[config.mk]
export PLATFORM = sky130hd
export DESIGN_NAME = counter_xn_flat
export DESIGN_NICKNAME = d
export VERILOG_FILES = /design/src/rtl/counter_xn_pkg.sv /design/src/rtl/counter_xn_if.sv /design/src/rtl/counter_xn_ch.sv /design/src/rtl/counter_xn.sv /design/src/flat_wrapper.sv
export SDC_FILE = /design/constraint.sdc
export NUM_CORES = 1
export LEC_CHECK = 0
export CORE_MARGIN = 1
export CORE_UTILIZATION = 30
export CTS_CLUSTER_SIZE = 20
export DETAILED_ROUTE_END_ITERATION = 10
export GPL_TIMING_DRIVEN = 0
export SYNTH_ARGS = -nofsm -noshare
export SYNTH_HDL_FRONTEND = slang
export SYNTH_SLANG_ARGS = --single-unit
[constraint.sdc]
create_clock -name clk -period 14.9 [get_ports clk]
set_input_delay 4.47 -clock clk [delete_from_list [all_inputs] [get_ports clk]]
set_output_delay 4.47 -clock clk [all_outputs]
set_load 0.01 [all_outputs]
[src/rtl/counter_xn_pkg.sv]
// Shared encodings for the N-channel programmable timer/counter.
// Register selects, channel modes and CTRL bit positions live here.
package counter_xn_pkg;

   typedef enum logic [1:0] {
      REG_COUNT  = 2'b00,
      REG_LOAD   = 2'b01,
      REG_CTRL   = 2'b10,
      REG_STATUS = 2'b11
   } reg_sel_e;

   // Encoding 2'b11 is not listed and behaves as one-shot.
   typedef enum logic [1:0] {
      MODE_ONESHOT  = 2'b00,
      MODE_PERIODIC = 2'b01,
      MODE_SQUARE   = 2'b10
   } mode_e;

   localparam int CTRL_EN       = 0;
   localparam int CTRL_MODE_LSB = 1;
   localparam int CTRL_MODE_MSB = 2;
   localparam int CTRL_IE       = 3;
   localparam int CTRL_PRE_LSB  = 8;

   function automatic int ch_width(input int n);
      return (n > 1) ? $clog2(n) : 1;
   endfunction

endpackage

[src/rtl/counter_xn_if.sv]
// MIO-side register bus plus the per-channel outputs and interrupt line.
// The CPU drives the master modport; the counter block sits on the slave modport.
interface counter_xn_if #(
   parameter int N_CH = 4
);
   import counter_xn_pkg::*;

   localparam int CH_W = ch_width(N_CH);

   logic            counter_we;
   logic [CH_W-1:0] counter_ch;
   logic [1:0]      reg_sel;
   logic [31:0]     counter_val;
   logic [31:0]     counter_out;
   logic [N_CH-1:0] ch_out;
   logic            irq;

   modport master (
      output counter_we,
      output counter_ch,
      output reg_sel,
      output counter_val,
      input  counter_out,
      input  ch_out,
      input  irq
   );

   modport slave (
      input  counter_we,
      input  counter_ch,
      input  reg_sel,
      input  counter_val,
      output counter_out,
      output ch_out,
      output irq
   );

endinterface

[src/rtl/counter_xn_ch.sv]
// One timer channel: prescaler, down-counting COUNT with LOAD reload,
// CTRL fields, sticky pending flag and the channel output level/pulse.
module counter_xn_ch
   import counter_xn_pkg::*;
#(
   parameter int CNT_W = 32,
   parameter int PRE_W = 8
) (
   input  logic             clk,
   input  logic             rst,
   input  logic             wr_en_i,
   input  logic [1:0]       reg_sel_i,
   input  logic [31:0]      wdata_i,
   output logic [CNT_W-1:0] count_o,
   output logic [CNT_W-1:0] load_o,
   output logic [31:0]      ctrl_o,
   output logic             pending_o,
   output logic             ch_out_o,
   output logic             irq_req_o
);

   logic [CNT_W-1:0] count_q, count_d;
   logic [CNT_W-1:0] load_q, load_d;
   logic [PRE_W-1:0] pre_q, pre_d;
   logic [PRE_W-1:0] presc_q, presc_d;
   logic [1:0]       mode_q, mode_d;
   logic             en_q, en_d;
   logic             ie_q, ie_d;
   logic             pending_q, pending_d;
   logic             ch_out_q, ch_out_d;

   logic run, tick, reloads;
   logic wr_count, wr_load, wr_ctrl, wr_status, wr_block;
   logic unused_wdata;

   assign unused_wdata = ^wdata_i;

   assign wr_count  = wr_en_i && (reg_sel_i == REG_COUNT);
   assign wr_load   = wr_en_i && (reg_sel_i == REG_LOAD);
   assign wr_ctrl   = wr_en_i && (reg_sel_i == REG_CTRL);
   assign wr_status = wr_en_i && (reg_sel_i == REG_STATUS);
   // A STATUS clear does not suppress a coinciding event; every other write does.
   assign wr_block  = wr_count || wr_load || wr_ctrl;

   assign run     = en_q && (load_q != '0);
   assign tick    = run && (presc_q == pre_q);
   assign reloads = (mode_q == MODE_PERIODIC) || (mode_q == MODE_SQUARE);

   always_comb begin
      count_d   = count_q;
      load_d    = load_q;
      pre_d     = pre_q;
      presc_d   = presc_q;
      mode_d    = mode_q;
      en_d      = en_q;
      ie_d      = ie_q;
      pending_d = pending_q;
      ch_out_d  = (mode_q == MODE_PERIODIC) ? 1'b0 : ch_out_q;

      if (run) begin
         presc_d = tick ? '0 : presc_q + PRE_W'(1);
      end

      if (wr_status && wdata_i[0]) begin
         pending_d = 1'b0;
      end

      if (tick && !wr_block) begin
         if (count_q == CNT_W'(1)) begin
            pending_d = 1'b1;
            if (reloads) begin
               count_d  = load_q;
               ch_out_d = (mode_q == MODE_SQUARE) ? ~ch_out_q : 1'b1;
            end else begin
               count_d  = '0;
               en_d     = 1'b0;
               ch_out_d = 1'b1;
            end
         end else if (count_q != '0) begin
            count_d = count_q - CNT_W'(1);
         end else if (reloads) begin
            count_d = load_q;
         end
      end

      if (wr_count) begin
         count_d = wdata_i[CNT_W-1:0];
      end

      if (wr_load) begin
         load_d    = wdata_i[CNT_W-1:0];
         count_d   = wdata_i[CNT_W-1:0];
         presc_d   = '0;
         pending_d = 1'b0;
         if (mode_q != MODE_SQUARE) begin
            ch_out_d = 1'b0;
         end
      end

      if (wr_ctrl) begin
         en_d    = wdata_i[CTRL_EN];
         mode_d  = wdata_i[CTRL_MODE_MSB:CTRL_MODE_LSB];
         ie_d    = wdata_i[CTRL_IE];
         pre_d   = wdata_i[CTRL_PRE_LSB +: PRE_W];
         presc_d = '0;
      end
   end

   always_ff @(posedge clk or posedge rst) begin
      if (rst) begin
         count_q   <= '0;
         load_q    <= '0;
         pre_q     <= '0;
         presc_q   <= '0;
         mode_q    <= '0;
         en_q      <= 1'b0;
         ie_q      <= 1'b0;
         pending_q <= 1'b0;
         ch_out_q  <= 1'b0;
      end else begin
         count_q   <= count_d;
         load_q    <= load_d;
         pre_q     <= pre_d;
         presc_q   <= presc_d;
         mode_q    <= mode_d;
         en_q      <= en_d;
         ie_q      <= ie_d;
         pending_q <= pending_d;
         ch_out_q  <= ch_out_d;
      end
   end

   assign count_o   = count_q;
   assign load_o    = load_q;
   assign ctrl_o    = 32'({pre_q, 4'b0000, ie_q, mode_q, en_q});
   assign pending_o = pending_q;
   assign ch_out_o  = ch_out_q;
   assign irq_req_o = pending_q & ie_q;

endmodule

[src/rtl/counter_xn.sv]
// N-channel timer/counter on the MIO bus: channel write decode, register
// read mux and the registered interrupt reduction around N_CH channel instances.
module counter_xn
   import counter_xn_pkg::*;
#(
   parameter int N_CH  = 4,
   parameter int CNT_W = 32,
   parameter int PRE_W = 8
) (
   input logic         clk,
   input logic         rst,
   counter_xn_if.slave bus
);

   localparam int CH_W = ch_width(N_CH);

   logic [N_CH-1:0]  wr_en;
   logic [N_CH-1:0]  pending;
   logic [N_CH-1:0]  ch_out;
   logic [N_CH-1:0]  irq_req;
   logic [CNT_W-1:0] count [N_CH];
   logic [CNT_W-1:0] load  [N_CH];
   logic [31:0]      ctrl  [N_CH];
   logic [31:0]      rdata;
   logic             irq_q;

   // Channel indices past N_CH match no slot, so their writes drop and reads return 0.
   always_comb begin
      wr_en = '0;
      for (int i = 0; i < N_CH; i++) begin
         wr_en[i] = bus.counter_we && (bus.counter_ch == CH_W'(i));
      end
   end

   for (genvar g = 0; g < N_CH; g++) begin : g_ch
      counter_xn_ch #(
         .CNT_W (CNT_W),
         .PRE_W (PRE_W)
      ) u_ch (
         .clk       (clk),
         .rst       (rst),
         .wr_en_i   (wr_en[g]),
         .reg_sel_i (bus.reg_sel),
         .wdata_i   (bus.counter_val),
         .count_o   (count[g]),
         .load_o    (load[g]),
         .ctrl_o    (ctrl[g]),
         .pending_o (pending[g]),
         .ch_out_o  (ch_out[g]),
         .irq_req_o (irq_req[g])
      );
   end

   always_comb begin
      rdata = '0;
      for (int i = 0; i < N_CH; i++) begin
         if (bus.counter_ch == CH_W'(i)) begin
            case (bus.reg_sel)
               REG_COUNT:  rdata = 32'(count[i]);
               REG_LOAD:   rdata = 32'(load[i]);
               REG_CTRL:   rdata = ctrl[i];
               REG_STATUS: rdata = {30'b0, ch_out[i], pending[i]};
               default:    rdata = '0;
            endcase
         end
      end
   end

   always_ff @(posedge clk or posedge rst) begin
      if (rst) begin
         irq_q <= 1'b0;
      end else begin
         irq_q <= |irq_req;
      end
   end

   assign bus.counter_out = rdata;
   assign bus.ch_out      = ch_out;
   assign bus.irq         = irq_q;

endmodule
[src/flat_wrapper.sv]
// flat-port wrapper written by rule: the top's interface ports become plain ports
module counter_xn_flat import counter_xn_pkg::*;
#(
   parameter int N_CH  = 4,
   parameter int CNT_W = 32,
   parameter int PRE_W = 8
)
  (clk, rst, bus_counter_we, bus_counter_ch, bus_reg_sel, bus_counter_val, bus_counter_out, bus_ch_out, bus_irq);
  counter_xn_if #(.N_CH(N_CH)) bus_i ();
  input logic clk;
  input logic rst;
  input wire logic [$bits(bus_i.counter_we)-1:0] bus_counter_we;
  input wire logic [$bits(bus_i.counter_ch)-1:0] bus_counter_ch;
  input wire logic [$bits(bus_i.reg_sel)-1:0] bus_reg_sel;
  input wire logic [$bits(bus_i.counter_val)-1:0] bus_counter_val;
  output wire logic [$bits(bus_i.counter_out)-1:0] bus_counter_out;
  output wire logic [$bits(bus_i.ch_out)-1:0] bus_ch_out;
  output wire logic [$bits(bus_i.irq)-1:0] bus_irq;
  assign bus_i.counter_we = bus_counter_we;
  assign bus_i.counter_ch = bus_counter_ch;
  assign bus_i.reg_sel = bus_reg_sel;
  assign bus_i.counter_val = bus_counter_val;
  assign bus_counter_out = bus_i.counter_out;
  assign bus_ch_out = bus_i.ch_out;
  assign bus_irq = bus_i.irq;
  counter_xn #(.N_CH(N_CH), .CNT_W(CNT_W), .PRE_W(PRE_W)) u_core (.clk(clk), .rst(rst), .bus(bus_i));
endmodule
==> summary.txt, run 1 <==
Run status
  – Status: finished, final reports clean

CTS
  – Clock Pin Slew Worst Setup and Hold Paths: 0.06 ns
  – CTS buffer count: 41
  – Root Driver: clkbuf_16
  – Max clock buf depth: 3
  – Hold bufs inserted after CTS: 0
  – Post CTS Setup Buffer Count: 0
  – Post-cts sizing count: 0
  – Worst-skew pair later-pin latency: 0.60 ns
  – CTS H-Tree Depth: 2
  – Clk sink count: 345
  – CTS tree: built

Pwr
  – Leak Pwr: 9.815 nW
  – Sw Share: 40.32%
  – IR drop worst, VDD: 102.9 uV
  – Seq pwr share: 41.8%
  – PD cells: 163.2 nW/um^2
  – Comb power frac: 31.5%
  – Pwr Total: 4.118 mW
  – Int Pwr: 2.458 mW
  – P_sw: 1.660 mW
  – Clock share of power: 26.7%

Logic synthesis
  – Register bit total from synthesis: 345
  – Synth cell types: 77
  – Post-synth EDFFs: 0
  – Primary FF master, synth: dfrtp_1
  – Asr flop ratio synth: 100.0%
  – Syn Area/Cell: 9.516 um^2
  – Seq/Total Area, Yosys: 39.62%
  – Mapped cell area: 21,790 um^2
  – Cells after Synth: 2,290
  – Yosys Warn Count: 0
  – Syn nets: 2,349

Worst setup path
  – Crit path capture type: output port
  – Flop-to-flop setup slack: 11.01 ns
  – Crit path largest cell delay: 0.87 ns
  – Reg2reg start: u_core.g_ch[2].u_ch.count_o[2]
  – CP arrival: 9.53 ns
  – Delay-heaviest family, CP: buffers and inverters
  – Slowest CP cell: clkbuf_1
  – CP Launch Point: bus_reg_sel[0]
  – Crit-path max FO: 10
  – FF-to-FF path depth: 8
  – Worst path required time: 10.43 ns
  – Worst path bufs/invs: 6
  – Critical path cell sequence: clkdlybuf4s50_1 -> clkbuf_1 -> buf_1 -> buf_1 -> clkbuf_1 -> mux2i_1 -> nor2_1 -> nor2_1 -> a31oi_1 -> clkdlybuf4s50_1
  – Logic depth of the worst setup path including buffers: 10
  – Worst Setup Start Kind: primary input
  – Critical R2R Capture: u_core.g_ch[2].u_ch.count_o[5]
  – Worst Setup Path Type: primary input to output port
  – Worst Setup EP: bus_counter_out[31]

Global routing
  – Total Routing Usage GR: 26.37%
  – First-pass GRT wire length: 142,700 um
  – Largest net degree at the start of global routing: 127
  – Grt ovf: 0
  – Antenna violations before repair: 14
  – Vias in the first global route: 19.66k

Floorplanning
  – Initial Util: 30.38%
  – Row count: 98
  – Die X-Extent: 271.5 um
  – Die area: 73,720 um^2
  – Die Y-Extent: 271.5 um
  – Io pins: 76
  – Core Region: 71,730 um^2

Timing
  – Period utilization: 93.95%
  – Skew final: 0.02957 ns
  – Setup violators final: 0
  – RSZ-0062 raised after global routing: false
  – PnR worst setup slack: 0.9014 ns
  – Final Hold Violating Endpoints: 0
  – Fmax: 71.44 MHz
  – Worst-margin pin slew: 1.435 ns
  – Tmin final: 14.00 ns
  – Slew HR: 3.434%
  – Max Slew Vio Count: 0

Drt
  – Vias per cell: 6.215
  – Routed Antenna Nets: 0
  – Vias: 21.11k
  – Pre-Repair DR Iteration Count: 6
  – Number of remaining DRC errors: 0
  – Total wire length: 99,350 um
  – Detailed Route Iter0 Violations: 3,387
  – WL per Instance: 29.25 um

Cells and area
  – Finished Layout Cells: 3,397
  – # nets final: 2,467
  – Fraction of layout cells with a size suffix above 1: 12.95%
  – Area grow syn2layout: 15.78%
  – Design area: 25,230 um^2
  – Commonest non-fill, non-tap cell in the layout: dfrtp_1
  – Most frequent cells in the layout: dfrtp_1, nand2_1, nor2_1
  – Fill cell count: 7,376

Placement
  – Post-place setup slack: 1.069 ns
  – Inst Count DP: 3,315
  – DP Wirelength: 72,760 um
  – Post-placement cell area: 23,770 um^2
  – IO Port Bufs: 73
  – GP Congestion: 1.043

Flow run
  – # Max-Cap Violations: 0

Worst hold path
  – Hold Path Class: flip-flop to flip-flop
Yosys cell counts, types with 8 or more instances:
master,n,area share (%)
a211oi_1,12,0.41
a21o_1,14,0.48
a21oi_1,61,1.4
a221o_1,34,1.6
a221oi_1,43,1.7
a22o_1,11,0.44
a22oi_1,65,2.2
a31oi_1,22,0.63
and2_1,18,0.52
and3_1,9,0.26
buf_1,16,0.28
buf_2,11,0.25
clkbuf_1,142,2.4
dfrtp_1,345,40
ha_1,20,1.1
inv_1,49,0.84
mux2_2,172,8.9
mux2i_1,77,3.5
mux4_2,30,3.1
nand2_1,193,3.3
nand2b_1,12,0.34
nand3_1,49,1.1
nand3b_1,8,0.28
nand4_1,27,0.78
nor2_1,182,3.1
nor3_1,86,2.0
nor4_1,88,2.5
o211ai_1,16,0.55
o21ai_0,125,2.9
o221ai_1,18,0.72
o22ai_1,22,0.63
or3_1,27,0.78
or4_1,25,0.86
xnor2_1,66,2.7
xor2_1,67,2.7
per-layer routing:
metal | global-route usage, % | share of wire (%) | vias to the layer above
met3 | 6.475 | 12 | 297
li1 | - | - | 8849
met5 | 0 | 0.039 | -
met2 | 37.77 | 41 | 1489
met4 | 14.52 | 6.2 | 6
met1 | 36.20 | 40 | 10470
worst min path at each step:
stage                                     from                               to  slack, ns  cells after the start
5_1_grt         u_core.g_ch[2].u_ch.count_o[7]   u_core.g_ch[2].u_ch.count_o[7]       0.54                      1
2_1_floorplan  u_core.g_ch[2].u_ch.count_o[14]  u_core.g_ch[2].u_ch.count_o[14]       0.46                      1
4_1_cts         u_core.g_ch[2].u_ch.count_o[7]   u_core.g_ch[2].u_ch.count_o[7]       0.51                      1
3_3_place_gp    u_core.g_ch[2].u_ch.count_o[7]   u_core.g_ch[2].u_ch.count_o[7]       0.50                      1
6_report        u_core.g_ch[2].u_ch.count_o[7]   u_core.g_ch[2].u_ch.count_o[7]       0.51                      1
3_5_place_dp    u_core.g_ch[2].u_ch.count_o[7]   u_core.g_ch[2].u_ch.count_o[7]       0.50                      1
sequential cells by signal, summed over array words and instances, names as in the netlist:
name                        count
u_core.g_ch.u_ch.presc_q       32
u_core.g_ch.u_ch.mode_q         8
u_core.bus.irq                  1
u_core.g_ch.u_ch.en_q           4
u_core.g_ch.u_ch.count_o      128
u_core.g_ch.u_ch.load_o       128
u_core.g_ch.u_ch.ie_q           4
u_core.g_ch.u_ch.ch_out_o       4
u_core.g_ch.u_ch.pending_o      4
u_core.g_ch.u_ch.pre_q         32
final cells by class:
class / instances / area, um^2 / share of cell area (%)
inverter: 49 / 191.4 / 0.7587
timing repair buffer: 75 / 785.8 / 3.114
antenna: 7 / 17.52 / 0.06943
multi-input combinational: 1721 / 12270 / 48.64
sequential: 345 / 8633 / 34.22
clock inverter: 18 / 244.0 / 0.9670
clock buffer: 57 / 1196 / 4.741
buffer: 175 / 700.7 / 2.777
tap: 950 / 1189 / 4.711
cells by family after synthesis:
kind of cell | share of synthesized area (%)
DFF | 39.62
and+or+nand+nor | 17.90
buffers and inverters | 4.059
adders and majority gates | 1.148
muxes | 15.53
AOI/OAI and AO/OA | 16.40
xor gates and xnor gates | 5.346
worst reg2reg max path, cell delays in order, from the launching register on:
cell and delay [ns]:
dfrtp_1 0.47, nor4_1 0.85, nand4b_1 0.52, nor4_1 0.66
nor3_1 0.13, clkbuf_1 0.32, clkbuf_1 0.41, a22oi_1 0.28
o21ai_0 0.12
power groups by stage:
stage               clock, mW  sequential, mW  combinational [mW]
global placement            0            1.70                1.25
global route             1.14            1.74                1.40
floorplan                   0            1.49               0.915
detailed placement          0            1.70                1.27
CTS                      1.10            1.69                1.27
finish                   1.10            1.72                1.30
per-stage QoR:
| stage | setup TNS (ns) | util (%) | hold WS, ns |
|---|---|---|---|
| 2_1_floorplan | 0 | - | 0.4620 |
| 3_3_place_gp | -1364.41 | 33.05 | 0.4995 |
| 3_5_place_dp | 0 | 33.14 | 0.4985 |
| 4_1_cts | 0 | 35.15 | 0.5118 |
| 5_1_grt | 0 | 35.15 | 0.5419 |
| 6_report | 0 | 35.17 | 0.5107 |
No activity file was read; power rests on OpenSTA's default activity.
==> run 2, diff against run 1 <==
--- a/config.mk
+++ b/config.mk
@@ -5,6 +5,7 @@
 export SDC_FILE = /design/constraint.sdc
 export NUM_CORES = 1
 export LEC_CHECK = 0
+export CAP_MARGIN = 5
 export CORE_MARGIN = 1
 export CORE_UTILIZATION = 30
 export CTS_CLUSTER_SIZE = 20
==> run 2 against run 1 <==
Combinational power about the same. Register-to-register slack worse by 0.04 ns. Global-route usage unchanged. Die area unchanged. Sequential power about the same. Worst hold slack worse by 0.00068 ns. Maximum frequency about the same. Power about the same. Sequential share of layout area about the same. Routed wire length up 0.15%. Worst setup slack better by 0.0018 ns. Largest power group unchanged. Highest routed layer unchanged.
==> summary.txt, run 2 (same netlist as run 1, synthesis figures left out) <==
Pwr
  – P_sw: 1.661 mW (about the same)
  – IR drop worst, VDD: 102.9 uV (about the same)
  – Sw Share: 40.32% (about the same)
  – PD cells: 163.3 nW/um^2 (about the same)
  – Int Pwr: 2.459 mW (about the same)
  – Seq pwr share: 41.8% (about the same)
  – Clock share of power: 26.7% (about the same)
  – Comb power frac: 31.6% (about the same)
  – Leak Pwr: 9.819 nW (about the same)

Cells and area
  – # nets final: 2,468 (+0.041%)
  – Commonest non-fill, non-tap cell in the layout: dfrtp_1
  – Multi-input gate area: 12,270 um^2 (unchanged)
  – Design area: 25,230 um^2 (about the same)
  – Fill cell count: 7,379 (+0.041%)
  – Fraction of layout cells with a size suffix above 1: 12.99% (+0.036 points)
  – Area grow syn2layout: 15.80% (about the same)
  – Most frequent cells in the layout: dfrtp_1, nand2_1, nor2_1
  – Storage element area: 8633 um^2 (unchanged)
  – Finished Layout Cells: 3,397 (unchanged)

Worst setup path
  – CP arrival: 9.53 ns (about the same)
  – Crit-path max FO: 10 (unchanged)
  – Critical path cell sequence: clkdlybuf4s50_1 -> clkbuf_1 -> buf_1 -> buf_1 -> clkbuf_1 -> mux2i_1 -> nor2_1 -> nor2_1 -> a31oi_1 -> clkdlybuf4s50_1
  – Delay-heaviest family, CP: buffers and inverters
  – Worst Setup Start Kind: primary input
  – Reg2reg start: u_core.g_ch[2].u_ch.count_o[2]
  – CP Launch Point: bus_reg_sel[0]
  – Worst Setup Path Type: primary input to output port
  – Crit path largest cell delay: 0.85 ns (-0.02 ns)
  – Crit path capture type: output port
  – Worst path required time: 10.43 ns (about the same)
  – Worst path bufs/invs: 6 (unchanged)
  – Slowest CP cell: clkbuf_1

Global routing
  – Grt ovf: 0 (unchanged)
  – Vias in the first global route: 19.66k (unchanged)
  – Total Routing Usage GR: 26.37% (unchanged)
  – Largest net degree at the start of global routing: 127 (unchanged)
  – Antenna violations before repair: 14 (unchanged)
  – First-pass GRT wire length: 142,700 um (unchanged)

Worst hold path
  – Hold Path Class: flip-flop to flip-flop
  – Hold Path Origin: u_core.g_ch[2].u_ch.count_o[7]

Timing
  – Slew HR: 13.90% (+10 points)
  – Fmax: 71.44 MHz (about the same)
  – Skew final: 0.02418 ns (-0.005396 ns)
  – Period utilization: 93.94% (about the same)
  – PnR worst setup slack: 0.9031 ns (+0.001765 ns)
  – Max Slew Vio Count: 0 (unchanged)
  – RSZ-0062 raised after global routing: false
  – Setup violators final: 0 (unchanged)
  – Final Hold Violating Endpoints: 0 (unchanged)
  – Tmin final: 14.00 ns (-0.001765 ns)
  – Worst-margin pin slew: 1.291 ns (-0.1438 ns)

Floorplanning
  – Die Y-Extent: 271.5 um (unchanged)
  – Row count: 98 (unchanged)
  – Io pins: 76 (unchanged)
  – Die area: 73,720 um^2 (unchanged)
  – Core Region: 71,730 um^2 (unchanged)
  – Initial Util: 30.38% (unchanged)
  – Die X-Extent: 271.5 um (unchanged)

Drt
  – Vias: 21.11k (-0.014%)
  – Detailed Route Iter0 Violations: 3,461 (+2.2%)
  – Total wire length: 99,510 um (+0.15%)
  – Routed Antenna Nets: 0 (unchanged)
  – Number of remaining DRC errors: 0 (unchanged)
  – Pre-Repair DR Iteration Count: 8 (+2)
  – WL per Instance: 29.29 um (+0.15%)
  – Vias per cell: 6.214 (about the same)

Placement
  – DP Wirelength: 72,760 um (unchanged)
  – Post-place setup slack: 1.069 ns (unchanged)
  – IO Port Bufs: 73 (unchanged)
  – Post-placement cell area: 23,770 um^2 (unchanged)
  – Inst Count DP: 3,315 (unchanged)
  – GP Congestion: 1.043 (unchanged)

Run status
  – Status: finished, final reports clean

CTS
  – Post CTS Setup Buffer Count: 0 (unchanged)
  – Root Driver: clkbuf_16
  – Clock Pin Slew Worst Setup and Hold Paths: 0.06 ns (about the same)
  – CTS H-Tree Depth: 2 (unchanged)
  – Worst-skew pair later-pin latency: 0.60 ns (about the same)
  – CTS buffer count: 41 (unchanged)
  – Post-cts sizing count: 0 (unchanged)
  – Clk sink count: 345 (unchanged)
  – Max clock buf depth: 3 (unchanged)
  – CTS tree: built
  – Hold bufs inserted after CTS: 0 (unchanged)

Flow run
  – # Max-Cap Violations: 0 (unchanged)
## run 2: worst paths after layout
| path | slack (ns) | cells past startpoint | end |
|---|---|---|---|
| max in group asynchronous | 9.29 | 3 | u_core.g_ch[3].u_ch.count_o[6] |
| worst max-delay path | 0.90 | 10 | bus_counter_out[31] |
| worst min-delay path | 0.51 | 1 | u_core.g_ch[2].u_ch.count_o[7] |
| min in group asynchronous | 4.42 | 2 | u_core.g_ch[0].u_ch.presc_q[3] |
| worst max register to register | 10.97 | 8 | u_core.g_ch[2].u_ch.count_o[5] |
| worst min register to register | 0.51 | 1 | u_core.g_ch[2].u_ch.count_o[7] |
## run 2: power by group through the flow
stage,sequential (mW),clock (mW),combinational (mW)
4_1_cts,1.69,1.10,1.27
6_report,1.72,1.10,1.30
3_5_place_dp,1.70,0,1.27
2_1_floorplan,1.49,0,0.915
3_3_place_gp,1.70,0,1.25
5_1_grt,1.74,1.14,1.40
## run 2: layer usage
layer  GRT usage, %  wire length, um  up-vias
met4          14.52             6243        8
li1               -                -     8842
met1          36.20            40530    10560
met3          6.475            11280      309
met2          37.77            41410     1391
met5              0               52        -
## run 2: metrics by stage
step | utilization [%] | hold WS, ns | power [mW] | setup TNS (ns)
final | 35.18 | 0.5100 | 4.120 | 0
after global routing | 35.16 | 0.5419 | 4.278 | 0
after CTS | 35.15 | 0.5118 | 4.063 | 0
after detailed placement | 33.14 | 0.4985 | 2.964 | 0
after global placement | 33.05 | 0.4995 | 2.946 | -1364.41
after floorplan | - | 0.4620 | 2.400 | 0
## run 2: area by class of cell
cell class	count	share of cell area [%]
clock buffer	57	4.740
inverter	49	0.7587
buffer	175	2.777
timing repair buffer	76	3.134
clock inverter	18	0.9669
sequential	345	34.21
multi-input combinational	1721	48.64
tap	950	4.711
antenna	6	0.05950
